$ cat config.mk
export PLATFORM = sky130hd
export DESIGN_NAME = alu_uart_rx
export DESIGN_NICKNAME = d
export VERILOG_FILES = /design/src/rtl/alu_uart_pkg.sv /design/src/rtl/alu_uart_sync2.sv /design/src/rtl/alu_uart_rx.sv
export SDC_FILE = /design/constraint.sdc
export NUM_CORES = 1
export LEC_CHECK = 0
export CORE_MARGIN = 8
export CORE_UTILIZATION = 40
export CTS_CLUSTER_SIZE = 20
export DETAILED_ROUTE_END_ITERATION = 16
export GPL_TIMING_DRIVEN = 1
export SLEW_MARGIN = 20
export SYNTH_ARGS = -nofsm -noshare
export SYNTH_HDL_FRONTEND = slang
export SYNTH_SLANG_ARGS = --single-unit
$ cat constraint.sdc
create_clock -name clk -period 1.7 [get_ports clk]
set_input_delay 0.17 -clock clk [delete_from_list [all_inputs] [get_ports clk]]
set_output_delay 0.17 -clock clk [all_outputs]
set_load 0.05 [all_outputs]
$ cat src/rtl/alu_uart_pkg.sv
`default_nettype none
// ============================================================================
// Module      : alu_uart_pkg
// Description : Shared UART definitions (frame shape, idle level, receiver
//               state encoding) used by the ALU UART receiver and transmitter.
// Revision    : 1.0  initial release
// ============================================================================
package alu_uart_pkg;

  localparam int   UART_DATA_BITS            = 8;
  localparam logic UART_IDLE_LEVEL           = 1'b1;
  localparam int   UART_CLKS_PER_BIT_DEFAULT = 104;

  // Receiver states; PARITY is only reachable when parity checking is built in
  typedef enum logic [2:0] {
    ST_IDLE      = 3'd0,
    ST_START     = 3'd1,
    ST_DATA      = 3'd2,
    ST_PARITY    = 3'd3,
    ST_STOP      = 3'd4,
    ST_WAIT_IDLE = 3'd5
  } uart_rx_state_e;

endpackage : alu_uart_pkg
`default_nettype wire

$ cat src/rtl/alu_uart_sync2.sv
`default_nettype none
// ============================================================================
// Module      : alu_uart_sync2
// Description : Two-flop synchronizer for a single asynchronous bit. Resets
//               to the UART idle level so a reset never looks like a start bit.
// Revision    : 1.0  initial release
// ============================================================================
module alu_uart_sync2
  import alu_uart_pkg::*;
(
  input  logic clk,
  input  logic reset,
  input  logic d,
  output logic q
);

  logic meta_q, meta_d;
  logic sync_q, sync_d;

  // Next values: shift the async input through two stages
  always_comb begin
    meta_d = d;
    sync_d = meta_q;
  end

  // Synchronizer flops, preset to idle level
  always_ff @(posedge clk) begin
    if (reset) begin
      meta_q <= UART_IDLE_LEVEL;
      sync_q <= UART_IDLE_LEVEL;
    end else begin
      meta_q <= meta_d;
      sync_q <= sync_d;
    end
  end

  assign q = sync_q;

endmodule : alu_uart_sync2
`default_nettype wire

$ cat src/rtl/alu_uart_rx.sv
`default_nettype none
// ============================================================================
// Module      : alu_uart_rx
// Description : UART receiver (8 data bits, LSB first, 1 stop bit) with a
//               single-entry valid/ready holding register, frame-error and
//               overrun pulses. Optional even-parity check is built in when
//               the macro UART_RX_PARITY_EN is defined (8E1 frame).
// Revision    : 1.0  initial release
// ============================================================================
module alu_uart_rx
  import alu_uart_pkg::*;
#(
  parameter int CLKS_PER_BIT = UART_CLKS_PER_BIT_DEFAULT
) (
  input  logic                      clk,
  input  logic                      reset,
  input  logic                      uart_rxd,
  output logic [UART_DATA_BITS-1:0] rx_data,
  output logic                      rx_valid,
  input  logic                      rx_ready,
  output logic                      rx_busy,
  output logic                      frame_err,
  output logic                      overrun,
  output logic                      parity_err
);

  localparam int CNT_W = $clog2(CLKS_PER_BIT);
  localparam int BIT_W = $clog2(UART_DATA_BITS);

  // Baud counter counts down to zero and samples there; it is reloaded for
  // every bit so it never wraps. START waits CLKS_PER_BIT/2 cycles, which
  // also rejects low glitches shorter than that window.
  localparam logic [CNT_W-1:0] BAUD_FULL = CNT_W'(CLKS_PER_BIT - 1);
  localparam logic [CNT_W-1:0] BAUD_HALF = CNT_W'(CLKS_PER_BIT / 2);
  localparam logic [BIT_W-1:0] LAST_BIT  = BIT_W'(UART_DATA_BITS - 1);

  logic rxd_s;

  uart_rx_state_e            state_q,    state_d;
  logic [CNT_W-1:0]          baud_cnt_q, baud_cnt_d;
  logic [BIT_W-1:0]          bit_cnt_q,  bit_cnt_d;
  logic [UART_DATA_BITS-1:0] shift_q,    shift_d;
  logic [UART_DATA_BITS-1:0] data_q,     data_d;
  logic                      valid_q,    valid_d;
  logic                      frame_err_q, frame_err_d;
  logic                      overrun_q,  overrun_d;

  logic w_baud_done;
  logic w_busy;
  logic w_stop_hit;
  logic w_frame_bad;
  logic w_byte_good;

`ifdef UART_RX_PARITY_EN
  logic par_bad_q,    par_bad_d;
  logic parity_err_q, parity_err_d;
  logic w_par_hit;
`endif

  alu_uart_sync2 u_sync (
    .clk   (clk),
    .reset (reset),
    .d     (uart_rxd),
    .q     (rxd_s)
  );

  assign w_baud_done = (baud_cnt_q == '0);

  // State register and all datapath flops
  always_ff @(posedge clk) begin
    if (reset) begin
      state_q     <= ST_IDLE;
      baud_cnt_q  <= '0;
      bit_cnt_q   <= '0;
      shift_q     <= '0;
      data_q      <= '0;
      valid_q     <= 1'b0;
      frame_err_q <= 1'b0;
      overrun_q   <= 1'b0;
`ifdef UART_RX_PARITY_EN
      par_bad_q    <= 1'b0;
      parity_err_q <= 1'b0;
`endif
    end else begin
      state_q     <= state_d;
      baud_cnt_q  <= baud_cnt_d;
      bit_cnt_q   <= bit_cnt_d;
      shift_q     <= shift_d;
      data_q      <= data_d;
      valid_q     <= valid_d;
      frame_err_q <= frame_err_d;
      overrun_q   <= overrun_d;
`ifdef UART_RX_PARITY_EN
      par_bad_q    <= par_bad_d;
      parity_err_q <= parity_err_d;
`endif
    end
  end

  // Next-state logic: frame sequencing, baud/bit counters, shift register
  always_comb begin
    state_d    = state_q;
    baud_cnt_d = w_baud_done ? '0 : (baud_cnt_q - CNT_W'(1));
    bit_cnt_d  = bit_cnt_q;
    shift_d    = shift_q;
`ifdef UART_RX_PARITY_EN
    par_bad_d  = par_bad_q;
`endif
    case (state_q)
      ST_IDLE: begin
        if (rxd_s != UART_IDLE_LEVEL) begin
          state_d    = ST_START;
          baud_cnt_d = BAUD_HALF;
          bit_cnt_d  = '0;
`ifdef UART_RX_PARITY_EN
          par_bad_d  = 1'b0;
`endif
        end
      end
      ST_START: begin
        if (w_baud_done) begin
          if (rxd_s == UART_IDLE_LEVEL) begin
            state_d = ST_IDLE;
          end else begin
            state_d    = ST_DATA;
            baud_cnt_d = BAUD_FULL;
          end
        end
      end
      ST_DATA: begin
        if (w_baud_done) begin
          shift_d    = {rxd_s, shift_q[UART_DATA_BITS-1:1]};
          baud_cnt_d = BAUD_FULL;
          if (bit_cnt_q == LAST_BIT) begin
`ifdef UART_RX_PARITY_EN
            state_d = ST_PARITY;
`else
            state_d = ST_STOP;
`endif
          end else begin
            bit_cnt_d = bit_cnt_q + BIT_W'(1);
          end
        end
      end
`ifdef UART_RX_PARITY_EN
      ST_PARITY: begin
        if (w_baud_done) begin
          par_bad_d  = (rxd_s != ^shift_q);
          baud_cnt_d = BAUD_FULL;
          state_d    = ST_STOP;
        end
      end
`endif
      ST_STOP: begin
        if (w_baud_done) begin
          state_d = (rxd_s == UART_IDLE_LEVEL) ? ST_IDLE : ST_WAIT_IDLE;
        end
      end
      ST_WAIT_IDLE: begin
        if (rxd_s == UART_IDLE_LEVEL) begin
          state_d = ST_IDLE;
        end
      end
      default: begin
        state_d = ST_IDLE;
      end
    endcase
  end

  // Output decode from current state: busy flag and frame-end events
  always_comb begin
    w_busy      = (state_q != ST_IDLE);
    w_stop_hit  = (state_q == ST_STOP) && w_baud_done;
    w_frame_bad = w_stop_hit && (rxd_s != UART_IDLE_LEVEL);
    w_byte_good = w_stop_hit && (rxd_s == UART_IDLE_LEVEL);
`ifdef UART_RX_PARITY_EN
    w_byte_good = w_byte_good && !par_bad_q;
    w_par_hit   = (state_q == ST_PARITY) && w_baud_done && (rxd_s != ^shift_q);
`endif
  end

  // Holding register handshake and one-cycle error pulses
  always_comb begin
    data_d      = data_q;
    valid_d     = valid_q;
    overrun_d   = 1'b0;
    frame_err_d = w_frame_bad;
`ifdef UART_RX_PARITY_EN
    parity_err_d = w_par_hit;
`endif
    if (valid_q && rx_ready) begin
      valid_d = 1'b0;
    end
    if (w_byte_good) begin
      if (!valid_q || rx_ready) begin
        data_d  = shift_q;
        valid_d = 1'b1;
      end else begin
        overrun_d = 1'b1;
      end
    end
  end

  assign rx_data   = data_q;
  assign rx_valid  = valid_q;
  assign rx_busy   = w_busy;
  assign frame_err = frame_err_q;
  assign overrun   = overrun_q;
`ifdef UART_RX_PARITY_EN
  assign parity_err = parity_err_q;
`else
  assign parity_err = 1'b0;
`endif

endmodule : alu_uart_rx
`default_nettype wire

* Word-level counts from Yosys, hierarchy flattened
Index checks and enable logic that the tools add are counted.
** Storage, ports and cells
- Bits in registers :: 34
- Bits of input ports :: 4
- Output and inout port bits :: 13
- Logic and storage cells :: 64
** Operators by class
- Add/sub/neg operators :: 2
- Eq/ne operators :: 12
- Multiplexer cells :: 23
- Bitwise gates (word level) :: 2
- Reduce and logical (&&, ||, !) cells :: 15
** Operators with widths (number)
- 7-bit 2-to-1 mux :: 5
- 3-bit 2-to-1 mux :: 10
- 7-bit one-hot mux with 3 select lines :: 1
- 3-bit one-hot mux with 5 select lines :: 1
- 2-bit inequality test, second input constant :: 6
- 3-bit == test, second input constant :: 3
- 7-bit zero test :: 1
- 7-bit by 1-bit subtractor with 7-bit output, second input constant :: 1
- 3-bit one-hot mux with 2 select lines :: 1
- 6-bit AND reduction :: 1
- 1-bit logical AND :: 4
- 1-bit 2-to-1 mux :: 4
- 2-bit AND reduction :: 2
- 4-bit AND reduction :: 1
- 3-bit by 1-bit adder with 3-bit output, second input constant :: 1
- 3-bit by 1-bit == test with 1-bit output, second input constant :: 1
- 3-bit by 2-bit == test with 1-bit output, second input constant :: 1
- 3-bit zero test :: 1
- 3-bit nonzero test :: 1
- 2-bit 2-to-1 mux :: 1
- 2-bit by 1-bit inequality test with 1-bit output, second input constant :: 1
- 1-bit NOT :: 2
- 2-bit nonzero test :: 1
- 2-bit OR reduction :: 1
- other kinds (2) :: 2

* Logic depth before layout (Yosys ltp)
Gate-level depths: netlist of the first run.
- Depth in word-level cells :: 5
- Depth in mapped cells :: 7
- Gate-level depth less buffers :: 6

* Modules after synthesis
From an unflattened synthesis of the first run, not the netlist that was laid out.
** Unflattened totals
- Cells, all modules :: 171
- Area, all modules :: 1595.3 um^2
** By module, submodules not included
- alu_uart_rx :: instances 1, cells each 167, area an instance 1542.7 um^2
- alu_uart_sync2 :: instances 1, cells each 4, area an instance 52.6 um^2

* Least setup slack after synthesis of the first run
No wires, ideal clock.
- Kind :: flip-flop to flip-flop
- Start :: register baud_cnt_q[3]
- End :: register data_q[1] (netlist: rx_data[1])
- Setup time :: 72 ps
- Data arrival time :: 1581 ps
- Slack :: 47 ps
- Stages on the path, launching flop included :: 7
- Path buffers :: 2
- Clock period less this slack :: 1653 ps
- Cell sequence :: dfxtp_1 -> or4_1 -> buf_2 -> nor2_8 -> and3_1 -> buf_6 -> mux2i_1
** Between the ends
- Cells in the longest elaborated chain, start to end :: 4
** Ends and longest elaborated chain
- start: declaration :: line alu_uart_rx.sv:40 : logic [CNT_W-1:0] baud_cnt_q, baud_cnt_d;
- start signal: assignment :: line alu_uart_rx.sv:86 : baud_cnt_q <= baud_cnt_d;
- 7-bit zero test :: line alu_uart_rx.sv:67 : assign w_baud_done = (baud_cnt_q == '0);
- 1-bit logical AND :: line alu_uart_rx.sv:173 : w_stop_hit = (state_q == ST_STOP) && w_baud_done;
- 1-bit logical AND :: line alu_uart_rx.sv:175 : w_byte_good = w_stop_hit && (rxd_s == UART_IDLE_LEVEL);
- 2-bit AND reduction (no source line)
- end signal: assignment :: line alu_uart_rx.sv:89 : data_q <= data_d;
- end: declaration :: line alu_uart_rx.sv:43 : logic [UART_DATA_BITS-1:0] data_q, data_d;
No other way between the ends.
A chain may end at the register's enable or synchronous reset.

* Worst setup path in the final report of the first run
- Start :: register baud_cnt_q[5]
- End :: register baud_cnt_q[2]
** Between the ends
- Cells in the longest elaborated chain, start to end :: 5
- Elaborated cells between the ends (all ways) :: 7
- Those cells by class :: mux: 6; reduce/logical: 1
** Ends and longest elaborated chain
- 7-bit zero test * :: line alu_uart_rx.sv:67
- 7-bit 2-to-1 mux :: line alu_uart_rx.sv:103 : baud_cnt_d = w_baud_done ? '0 : (baud_cnt_q - CNT_W'(1));
- 7-bit 2-to-1 mux :: line alu_uart_rx.sv:122 : if (rxd_s == UART_IDLE_LEVEL) begin
- 7-bit 2-to-1 mux :: line alu_uart_rx.sv:121 : if (w_baud_done) begin
- 7-bit one-hot mux with 3 select lines * :: line alu_uart_rx.sv:109 : case (state_q)
Every way passes the cells marked *; elsewhere a longest branch is shown, timed or not.

==> results.md, run 1 <==
* Outcome: completed
* Overall Power at roughly 2.4 mW
* Gpl congestion at a little over 0.8
* Leak pwr at ~0.84 nW
* Critical-path cell list: or4_4 -> buf_4 -> nor3_1 -> a32oi_1 -> o31ai_1
* Sequential share of the synthesized area at 0.4437
* Max cap viols at 0
* Buffers & Inverters on Critical Path at 1
* Commonest non-fill, non-tap cell in the layout: dfxtp_1
* Routed Wire Length at between 3 and 4 mm
* WS Path Type: reg2reg
* Critical Path Start Type: flop
* Cell area after synthesis at between 1500 and 2000 sq um
* Worst Min Path Start: u_sync.meta_q
* CTS Buffer Depth at 2
* Crit. End Element: flop
* Clock skew at about 0.0062 ns
* Initial DRC count at 76
* Final core utilization at 0.5332
* Total congestion overflow at 0
* FF-to-FF End: baud_cnt_q[2]
* N_diodes at 0
* Largest stage delay, worst path at about 0.59 ns
* PwrDens at 1245 nW/um^2
* Reg clk slew, reported paths at about 0.070 ns
* Final hold viol count at 0
* Sink Count at 34
* Drt first pass iters at 4
* Unrepaired setup endpoints after global routing: false
* Number of global-route vias before repair at 1256
* Nets at 200
* #FFs+latches synth at 34
* Worst Max-Slew Pin Slew at 0.5171 ns
* Worst skew pair latency at 0.29 ns
* Root Buffer: clkbuf_8
* Slew margin rel. at 0.6542
* Largest net degree at the start of global routing at 14
* CTS tree: yes
* HP Class: reg2reg
* Reg-to-reg slack, setup at slightly above 0.05 ns
* Die X at 77.93 microns
* Max frequency at a little over 600 MHz
* FF-to-FF Start: baud_cnt_q[5]
* Die Y-Extent at between 70 and 80 microns
* Post-route ant nets at 0
* Final critical-path required period at 1.650 ns
* CP top delay family: simple AND/OR/NAND/NOR gates
* Hold depth at 1
* Commonest non-fill, non-tap cells in the layout: 33 x dfxtp_1, 22 x nand2_1, 19 x buf_4
* TritonCTS Buffers at 5
* YS warnings at 0
* Slowest stage cell on the critical path: or4_4
* HPWL Detailed at around 2.4 mm
* EDFF count, synth at 0
* Htree depth at 2
* Starting Density at 0.4159
* Core area at between 3000 and 4000 sq um
* Die footprint at roughly 6100 sq um
* Worst hold slack at ~0.42 ns
* Post-route setup slack at roughly 0.050 ns
* Post-synthesis instance total at about 160
* Crit Path Max Fanout at 3
* Routed WL per cell at ~14 microns
* # DRC at 0
* GRT Util Overall at 0.1165
* Synth async-reset ratio at 0
* Place WS at roughly 0.0087 ns
* Via count at about 1.3k
* Setup Viol. Count Final at 0
* Setup TNS at 0 ns
* Worst reg2reg path depth at 5
* Max VDD drop at ~0.00067 V
* Max-slew violations at 0
* Rows at 22
* Layout cell share with drive strength beyond 1 at 0.2280
* Avg Cell Area, Syn at around 9.5 sq um
* PortBufs at 15
* First-pass GRT wire length at 5.747 mm
* Routed vias/inst at 5.249
* Netlist cell types at just over 40
* Final period utilization at 0.9703
* Worst Hold End: u_sync.q
* Critical Path AT at between 1.5 and 2 ns
* Top FF cell, synth: dfxtp_1
* P&R area growth vs syn at 28.22%
* IO Pins at 17
* Antenna violations before repair at 0
* Crit path required time at 1.90 ns
* Mapped Nets at roughly 170
## kinds of logic (layout without fill, tap and decap cells)
family	count (synthesis)	in the layout	synth area share
other	1	1	0.002445
DFF	34	34	0.4437
and+or+nand+nor	62	62	0.2317
xor gates and xnor gates	4	4	0.02284
adders and majority gates	4	4	0.03263
buffers and inverters	15	47	0.04730
muxes	17	17	0.1117
AOI/OAI and AO/OA	24	24	0.1077
## worst max path at each step
| stage | to | slack (ns) | startpoint | cells after the start |
|---|---|---|---|---|
| finish | baud_cnt_q[2] | 0.05 | baud_cnt_q[5] | 5 |
| global placement | rx_data[1] | 0.06 | baud_cnt_q[5] | 4 |
| detailed placement | baud_cnt_q[5] | 0.009 | baud_cnt_q[5] | 5 |
| floorplan | rx_data[1] | 0.05 | baud_cnt_q[3] | 6 |
| CTS | baud_cnt_q[5] | 0.03 | baud_cnt_q[5] | 5 |
| global route | baud_cnt_q[6] | 0.005 | baud_cnt_q[1] | 6 |
## repair_timing
action / in CTS / in global routing
setup buffers: 0 / 2
resized for setup: 1 / 8
hold buffers: 0 / 0
setup endpoints to repair: 4 / 11
pin swaps: 0 / 1
## layout make-up
class	count	area [sq um]
fillers	350	1722
multi-input cells	112	808.3
flip-flops and latches	34	681.9
repair buffers	34	302.8
clock buffers	6	82.58
well taps	48	60.06
inverters	5	18.77
clock inverters	2	12.51
## report_power, final
group / switching [mW] / internal [mW] / total [mW]
registers: 0.0437 / 0.864 / 0.908
logic: 0.476 / 0.440 / 0.916
clock network: 0.298 / 0.325 / 0.623
total: 0.818 / 1.63 / 2.45
## through the flow
stage | instance area, sq um | cells
final | 1967 | 241
after CTS | 1927 | 239
after global placement | 1828 | 231
after floorplan | 1534 | 161
after global routing | 1967 | 241
after detailed placement | 1828 | 231
## state kept, by name, indices dropped and copies added (netlist names)
register	cells
baud_cnt_q	7
rx_data	8
bit_cnt_q	3
u_sync.q	1
frame_err	1
overrun	1
shift_q	8
u_sync.meta_q	1
state_q	3
rx_valid	1
## routing by layer
metal	share of wire	global-route usage	routed length, microns
met4	0.018	0.05000	61
met2	0.49	0.1972	1653
met1	0.45	0.1284	1508
met5	0	0	0
met3	0.040	0.04263	135
## worst reg2reg max path, delay by kind of cell (launching register included)
| kind | cells | cell delay [ns] |
|---|---|---|
| and+or+nand+nor | 2 | 0.83 |
| DFF | 1 | 0.31 |
| AOI/OAI and AO/OA | 2 | 0.25 |
| buffers and inverters | 1 | 0.17 |
## cell usage after synthesis (all sizes together) (2+ instances only)
master / instances / area [sq um]
clkbuf: 6 / 22.52
a211oi: 2 / 15.01
xnor2: 3 / 26.28
a311oi: 2 / 17.52
ha: 4 / 50.05
and3: 4 / 25.02
inv: 4 / 15.01
or3: 2 / 12.51
dfxtp: 34 / 680.7
o21ai: 3 / 15.01
and4: 2 / 17.52
mux2i: 16 / 160.2
o31ai: 2 / 15.01
buf: 4 / 31.27
nor3b: 3 / 22.52
or2: 2 / 12.51
nor3: 6 / 30.03
nor2: 11 / 57.56
a22o: 2 / 17.52
or2b: 3 / 25.03
nand2: 22 / 82.58
a21oi: 8 / 40.04
nor4: 3 / 33.78
Note: power is estimated with default switching activity, not from simulation.
==> run 2, diff against run 1 <==
--- a/config.mk
+++ b/config.mk
@@ -9,7 +9,7 @@
 export CORE_UTILIZATION = 40
 export CTS_CLUSTER_SIZE = 20
 export DETAILED_ROUTE_END_ITERATION = 16
-export GPL_TIMING_DRIVEN = 1
+export GPL_TIMING_DRIVEN = 0
 export SLEW_MARGIN = 20
 export SYNTH_ARGS = -nofsm -noshare
 export SYNTH_HDL_FRONTEND = slang
==> results.md, run 2 (synthesis results as in run 1) <==
* HPWL Detailed at approximately 2.4 mm
* CTS tree: yes
* Final period utilization at 0.9789
* Critical Path Start Type: flop
* Commonest non-fill, non-tap cells in the layout: 30 x dfxtp_1, 21 x nand2_1, 16 x mux2i_1
* Routed WL per cell at about 15 microns
* Number of instances in the placed design at around 220
* Rows at 22
* Final critical-path required period at roughly 1.7 ns
* Layout Cells excl Fill at about 230
* Die X at 77.93 microns
* Crit. End Element: flop
* Routed vias/inst at between 5 and 6
* Antenna violations before repair at 0
* Htree depth at 2
* Routed Wire Length at roughly 3.4 mm
* Max cap viols at 0
* # DRC at 0
* Cts hold-fix bufs at 0
* Max frequency at between 600 and 700 MHz
* Via count at about 1.2k
* Setup Viol. Count Final at 0
* Unrepaired setup endpoints after global routing: true
* N_diodes at 0
* Max VDD drop at between 0.0006 and 0.0007 V
* Sink Count at 34
* Setup TNS at 0 ns
* TritonCTS Buffers at 5
* Number of global-route vias before repair at 1188
* Drt first pass iters at 4
* Gpl congestion at ~0.89
* Nets at 193
* Die Y-Extent at between 70 and 80 microns
* GRT Util Overall at 0.1150
* Max-slew violations at 0
* Largest net degree at the start of global routing at 12
* Die footprint at 6072 sq um
* Core area at 3689 sq um
* HP Class: in2reg
* First-pass GRT wire length at ~5.7 mm
* Reg clk slew, reported paths at 0.07 ns
* P&R area growth vs syn at 25.94%
* PwrDens at between 1000 and 1500 nW/um^2
* Final hold viol count at 0
* Final core utilization at 0.5237
* IO Pins at 17
* Slew margin rel. at 0.6651
* Crit path required time at roughly 1.9 ns
* Post-route ant nets at 0
* Critical Path AT at between 1.5 and 2 ns
* Initial DRC count at 56
* Root Buffer: clkbuf_8
* Leak pwr at approximately 0.8 nW
* Starting Density at 0.4159
* Layout cell share with drive strength beyond 1 at 0.2097
* Worst skew pair latency at approximately 0.29 ns
* Commonest non-fill, non-tap cell in the layout: dfxtp_1
* Clock skew at between 0.006 and 0.007 ns
* Overall Power at about 2.5 mW
* Total congestion overflow at 0
* Crit Path Max Fanout at 5
* Outcome: completed
* Worst Max-Slew Pin Slew at between 0.5 and 0.6 ns
* WS Path Type: reg2reg
* PortBufs at 14
* CTS Buffer Depth at 2
run 2: cell types whose count changed in the layout (fill, tap and decap cells not counted), sizes merged:
cell	delta
clkdlybuf4s50	-1
clkbuf	+5
buf	-11
run 2: cell type report:
type	instances	area, sq um
fillers	363	1757
clock buffers	6	82.58
well taps	48	60.06
flip-flops and latches	34	690.7
repair buffers	19	180.2
clock inverters	2	12.51
inverters	5	18.77
plain buffers	8	46.29
multi-input cells	112	840.8
run 2: metal layers:
layer / track usage / vias up / part of all wire
met5: 0 / - / 0
li1: - / 610 / -
met2: 0.1888 / 24 / 0.49
met1: 0.1355 / 584 / 0.44
met4: 0.03333 / 0 / 0.013
met3: 0.04493 / 6 / 0.060
run 2: what timing repair did:
action | CTS | global route
pin swaps | 1 | 4
endpoints found under the setup margin | 17 | 15
resized for setup | 15 | 14
setup buffers | 1 | 4
run 2: worst paths after layout:
kind / start / end / slack [ns] / cells after the start
worst max-delay path: baud_cnt_q[3] / state_q[0] / 0.04 / 6
worst min-delay path: reset / overrun / 0.42 / 3
worst max register to register: baud_cnt_q[3] / state_q[0] / 0.04 / 6
worst min register to register: u_sync.meta_q / u_sync.q / 0.42 / 1
run 2: where the power goes:
group	internal [mW]	leakage [nW]	switching (mW)	total, mW
Clock	0.325	0.0472	0.302	0.628
Combinational	0.410	0.477	0.471	0.881
Sequential	0.875	0.278	0.0797	0.954
run 2: metrics by stage:
stage / hold slack (ns) / instance area (sq um) / setup slack [ns]
detailed placement: 0.4033 / 1734 / -0.2687
global placement: 0.3926 / 1734 / -0.1882
CTS: 0.3876 / 1882 / 0.001263
floorplan: 0.2738 / 1534 / 0.04736
global route: 0.4361 / 1932 / -0.02693
finish: 0.4183 / 1932 / 0.03590
run 2: worst max-delay path: stages, from the launching register on:
cell and delay [ns]:
dfxtp_4 0.35, or4_4 0.53, buf_6 0.15, nor2_8 0.14, buf_6 0.13, nand2_1 0.05, o211a_1 0.21
